<file path="src/rtl/fifo_wr_arbiter.sv">
// Round-robin arbiter sharing one FIFO write port among NUM_REQ valid/ready requesters.
// Define FIFO_WR_ARB_BURST_EN to hold a grant for up to MAX_BURST accepts; otherwise one accept per grant.
module fifo_wr_arbiter #(
   parameter  int NUM_REQ    = 4,
   parameter  int DATA_WIDTH = 8,
   parameter  int MAX_BURST  = 4,
   localparam int ID_W       = $clog2(NUM_REQ)
) (
   input  logic                          clock,
   input  logic                          reset_n,
   input  logic [NUM_REQ-1:0]            req_valid,
   input  logic [NUM_REQ*DATA_WIDTH-1:0] req_data,
   output logic [NUM_REQ-1:0]            req_ready,
   input  logic                          fifo_full,
   output logic [DATA_WIDTH-1:0]         fifo_data_in,
   output logic                          fifo_write_en,
   output logic                          grant_valid,
   output logic [ID_W-1:0]               grant_id
);

   typedef enum logic {
      S_IDLE  = 1'b0,
      S_GRANT = 1'b1
   } state_e;

   state_e          state_q, state_d;
   logic [ID_W-1:0] grant_id_q, grant_id_d;
   logic [ID_W-1:0] last_id_q, last_id_d;

   logic            owner_valid;
   logic            accept;
   logic            burst_last;
   logic            grant_release;

   logic [ID_W-1:0] search_base;
   logic [ID_W-1:0] cand;
   logic [ID_W-1:0] winner;
   logic            found;

   // Explicit wrap keeps non-power-of-2 NUM_REQ from ever indexing past the last requester.
   function automatic logic [ID_W-1:0] next_id(input logic [ID_W-1:0] id);
      if (id == ID_W'(NUM_REQ - 1)) begin
         return '0;
      end
      return id + 1'b1;
   endfunction

   // Search starts just after the pointer, so the previous owner is considered last.
   // NOTE: every signal driven in always_comb gets a default first, so no path can infer a latch.
   always_comb begin
      search_base = next_id((state_q == S_IDLE) ? last_id_q : grant_id_q);
      found       = 1'b0;
      winner      = '0;
      cand        = search_base;
      for (int k = 0; k < NUM_REQ; k++) begin
         if (!found && req_valid[cand]) begin
            found  = 1'b1;
            winner = cand;
         end
         cand = next_id(cand);
      end
   end

   always_comb begin
      owner_valid   = req_valid[grant_id_q];
      accept        = (state_q == S_GRANT) && owner_valid && !fifo_full;
      req_ready     = '0;
      fifo_data_in  = '0;
      fifo_write_en = accept;
      grant_valid   = (state_q == S_GRANT);
      grant_id      = grant_id_q;
      if (state_q == S_GRANT) begin
         req_ready[grant_id_q] = !fifo_full;
         fifo_data_in          = req_data[int'(grant_id_q)*DATA_WIDTH +: DATA_WIDTH];
      end
   end

`ifdef FIFO_WR_ARB_BURST_EN
   localparam int CNT_W = $clog2(MAX_BURST + 1);

   logic [CNT_W-1:0] burst_cnt_q, burst_cnt_d;

   assign burst_last = (burst_cnt_q == CNT_W'(MAX_BURST - 1));

   always_comb begin
      burst_cnt_d = burst_cnt_q;
      if (state_q == S_IDLE || grant_release) begin
         burst_cnt_d = '0;
      end else if (accept) begin
         burst_cnt_d = burst_cnt_q + 1'b1;
      end
   end
`else
   assign burst_last = 1'b1;
`endif

   assign grant_release = (state_q == S_GRANT) && (!owner_valid || (accept && burst_last));

   always_comb begin
      state_d    = state_q;
      grant_id_d = grant_id_q;
      last_id_d  = last_id_q;
      case (state_q)
         S_IDLE: begin
            if (found) begin
               state_d    = S_GRANT;
               grant_id_d = winner;
            end
         end
         S_GRANT: begin
            // Handoff goes straight to the next winner so there is no idle bubble.
            if (grant_release) begin
               last_id_d = grant_id_q;
               if (found) begin
                  grant_id_d = winner;
               end else begin
                  state_d = S_IDLE;
               end
            end
         end
         default: state_d = S_IDLE;
      endcase
   end

   // NOTE: registers use non-blocking assignments so every one updates from the same pre-edge values.
   always_ff @(posedge clock or negedge reset_n) begin
      if (!reset_n) begin
         state_q     <= S_IDLE;
         grant_id_q  <= '0;
         last_id_q   <= ID_W'(NUM_REQ - 1);
`ifdef FIFO_WR_ARB_BURST_EN
         burst_cnt_q <= '0;
`endif
      end else begin
         state_q     <= state_d;
         grant_id_q  <= grant_id_d;
         last_id_q   <= last_id_d;
`ifdef FIFO_WR_ARB_BURST_EN
         burst_cnt_q <= burst_cnt_d;
`endif
      end
   end

endmodule
</file>
<file path="config.mk">
export PLATFORM = sky130hd
export DESIGN_NAME = fifo_wr_arbiter
export DESIGN_NICKNAME = d
export VERILOG_FILES = /design/src/rtl/fifo_wr_arbiter.sv
export SDC_FILE = /design/constraint.sdc
export NUM_CORES = 1
export LEC_CHECK = 0
export CAP_MARGIN = 20
export CORE_MARGIN = 4
export CORE_UTILIZATION = 32
export CTS_BUF_LIST = sky130_fd_sc_hd__clkbuf_16
export DETAILED_ROUTE_END_ITERATION = 7
export GPL_TIMING_DRIVEN = 1
export PLACE_DENSITY = 0.86
export SYNTH_ARGS = -nofsm -noshare
export SYNTH_HDL_FRONTEND = slang
export SYNTH_SLANG_ARGS = --single-unit
export TNS_END_PERCENT = 10
</file>
<file path="constraint.sdc">
create_clock -name clock -period 5 [get_ports clock]
set_clock_uncertainty 0.15 [all_clocks]
set_input_delay 0.75 -clock clock [delete_from_list [all_inputs] [get_ports clock]]
set_output_delay 0.75 -clock clock [all_outputs]
set_load 0.03 [all_outputs]
</file>
==> metrics.md <==
| Metric | Value |
|---|---|
| Hold Crit Class | flip-flop to flip-flop |
| Drt first pass iters | 4 |
| Nets@finish | 148 |
| Placed cells | ~130 |
| Pwr/cell area | about 540 nW/um^2 |
| Die W | 52.7 um |
| Max cap viols | 0 |
| R2R depth | 3 |
| Ranking of synthesized cells by area | mux4_2, mux4_1, dfrtp_1, dfstp_2, and2_1 |
| DRT antenna net count | 0 |
| Number of global-route vias before repair | 680 |
| Reg-to-Reg End | last_id_q[0] |
| Buf/Inv on CP | 2 |
| Post-CTS resize count | 0 |
| # setup viols final | 0 |
| Most common cell after layout, fill and taps aside | clkdlybuf4s50_1 |
| Worst slew margin | 0.526 |
| Cell mode on critical path | clkdlybuf4s50_1 |
| Layout Utilization | 0.701 |
| Synth Warn # | 0 |
| Hold Crit Start | last_id_q[1] |
| Starting density of the core | 0.356 |
| # port buffers | 54 |
| Die Span Y | between 50 and 60 um |
| Drt wl/cell | approximately 17 um |
| Worst endpoint data arrival time | between 2 and 3 ns |
| Most area-hungry cell type in the Yosys netlist | mux4_2 |
| Hold path endpoint | last_id_q[1] |
| Tightest Pin Transition | between 0.7 and 0.8 ns |
| Post-synth ARST share | 1.00 |
| Gpl congestion | about 0.76 |
| Reg2reg start | grant_id[0] |
| Area growth, synth to finish | 97.3% |
| Final Hold Viols | 0 |
| Yosys top cell area share | 0.211 |
| Max clock buf depth | 2 |
| CP max stage cell | clkdlybuf4s50_1 |
| Seq/Total Area, Yosys | 0.199 |
| Syn Nets | between 90 and 100 |
| Vias per cell | about 5.3 |
| Hold depth | 1 |
| Gr ovfl total | 0 |
| Layout cells sized above 1 | 0.167 |
| Setup TNS | 0 ns |
| Pin count of the biggest net entering global routing | 18 |
| Netlist Area Pre-Place | 641 um^2 |
| Clock transition at path regs | around 0.03 ns |
| CTS tree | built |
| Synth Register Bits | 5 |
| Critical path peak fanout | 6 |
| Final min period | 3.46 ns |
| FMAX | around 290 MHz |
| Drc violations | 0 |
| Total CTS buffers | 3 |
| Core outline area | 1800 um^2 |
| Initial antenna violation count | 0 |
| Leak Pwr | about 0.50 nW |
| First-pass GRT wire length | ~3300 um |
| Crit path launch type | input pin |
| Top-level port count | 55 |
| Total GRT Usage | 0.164 |
| Most frequent cells in the layout | clkdlybuf4s50_1, and2_1, mux4_2 |
| Critical path's top delay family | buffers and inverters |
| RSZ-0062 raised after global routing | false |
| Worst-path cell chain | clkdlybuf4s50_1 -> mux4_2 -> nor2b_1 -> clkdlybuf4s50_1 |
| Post-synth EDFFs | 0 |
| Ant. Diodes | 0 |
| Post-Layout Cell Count | about 130 |
| Max incr delay on CP | 0.61 ns |
| Clk sinks | 5 |
| Outcome | completed |
| Dominant synthesized flop cell | dfrtp_1 |
| Htree depth | 1 |
| Fillers | ~130 |
| Final Max Tran Viols | 0 |
| Syn Area/Cell | 11.6 um^2 |
| Cell variety after synth | 28 |
| Tcrit/Tclk final | 0.692 |
| Placement Rows | 15 |
| WS Path Type | input pin to output port |
| CTS Hold Bufs | 0 |
| Worst Path Required | just over 4 ns |
| Worst Setup End Kind | output port |
| DP Wirelength | approximately 1900 um |
| # Post-CTS Setup Buffers | 0 |
| 1st-iter DRT viols | 14 |
| Reg2Reg Setup Slack | approximately 2.8 ns |
| Worst-Skew Late Latency | 0.22 ns |
| Max VDD drop | 0.413 mV |
| Routed wire length | approximately 2300 um |
| CTS root buf | clkbuf_16 |
| Die ar. | between 2000 and 3000 um^2 |
| Post-Synthesis Cells | 55 |
| DR vias | roughly 700 |
-- flip-flops by register name, indices dropped and copies added, names as in the netlist --
signal / count
grant_id: 2
grant_valid: 1
last_id_q: 2
-- power breakdown --
part / switching (mW) / internal, mW
Sequential: 0.0525 / 0.0629
Combinational: 0.195 / 0.242
Clock: 0.0237 / 0.103
Total: 0.272 / 0.408
-- final cells by class --
cell class,instances,area [um^2],area share
Clock buffer,3,75.1,0.0594
Clock inverter,1,3.75,0.00297
Inverter,2,7.51,0.00594
Multi-Input combinational cell,43,478,0.378
Sequential cell,5,128,0.101
Tap cell,25,31.3,0.0248
Timing Repair Buffer,54,541,0.428
-- worst reg2reg max path, cell delays in order, from the launching register on --
cell and delay, ns:
dfrtp_1 0.79, mux4_2 0.65, a21boi_2 0.20, mux2_2 0.35
-- worst max path at each step --
stage / to / from / cells after the start / slack, ns
3_5_place_dp: fifo_write_en / req_valid[1] / 4 / 1.54
5_1_grt: fifo_write_en / req_valid[1] / 4 / 1.48
3_3_place_gp: fifo_write_en / req_valid[3] / 4 / 1.59
2_1_floorplan: req_ready[2] / grant_id[1] / 3 / 2.27
4_1_cts: fifo_write_en / req_valid[1] / 4 / 1.54
6_report: fifo_write_en / req_valid[1] / 4 / 1.54
-- cells by family (layout without fill, tap and decap cells) --
family,after synthesis,in the layout,share of synthesized area
buffers and inverters,7,60,0.0547
muxes,15,15,0.439
AOI/OAI and AO/OA,8,8,0.0957
DFF,5,5,0.199
and+or+nand+nor,20,20,0.211
-- cells in the mapped netlist, drive strengths merged (2+ instances only) --
cell	count
mux4	9
and2	8
clkbuf	3
dfrtp	3
mux2	3
mux2i	3
a21oi	2
buf	2
dfstp	2
inv	2
nand2b	2
nand3	2
nor2b	2
nor3b	2
-- routing by layer --
| layer | up-vias | global-route usage | share of wire |
|---|---|---|---|
| li1 | 322 | - | - |
| met1 | 322 | 0.191 | 0.38 |
| met2 | 50 | 0.260 | 0.43 |
| met3 | 7 | 0.0741 | 0.17 |
| met4 | 0 | 0.0681 | 0.026 |
| met5 | - | 0 | 0 |
-- stage by stage --
step	setup WS (ns)	hold WS (ns)	power, mW	instance area (um^2)
5_1_grt	1.48	0.477	0.714	1260
3_3_place_gp	1.59	0.460	0.550	1180
2_1_floorplan	2.27	0.304	0.404	641
4_1_cts	1.54	0.467	0.685	1260
3_5_place_dp	1.54	0.462	0.555	1180
6_report	1.54	0.463	0.679	1260
Note: power is estimated with default switching activity, not from simulation.
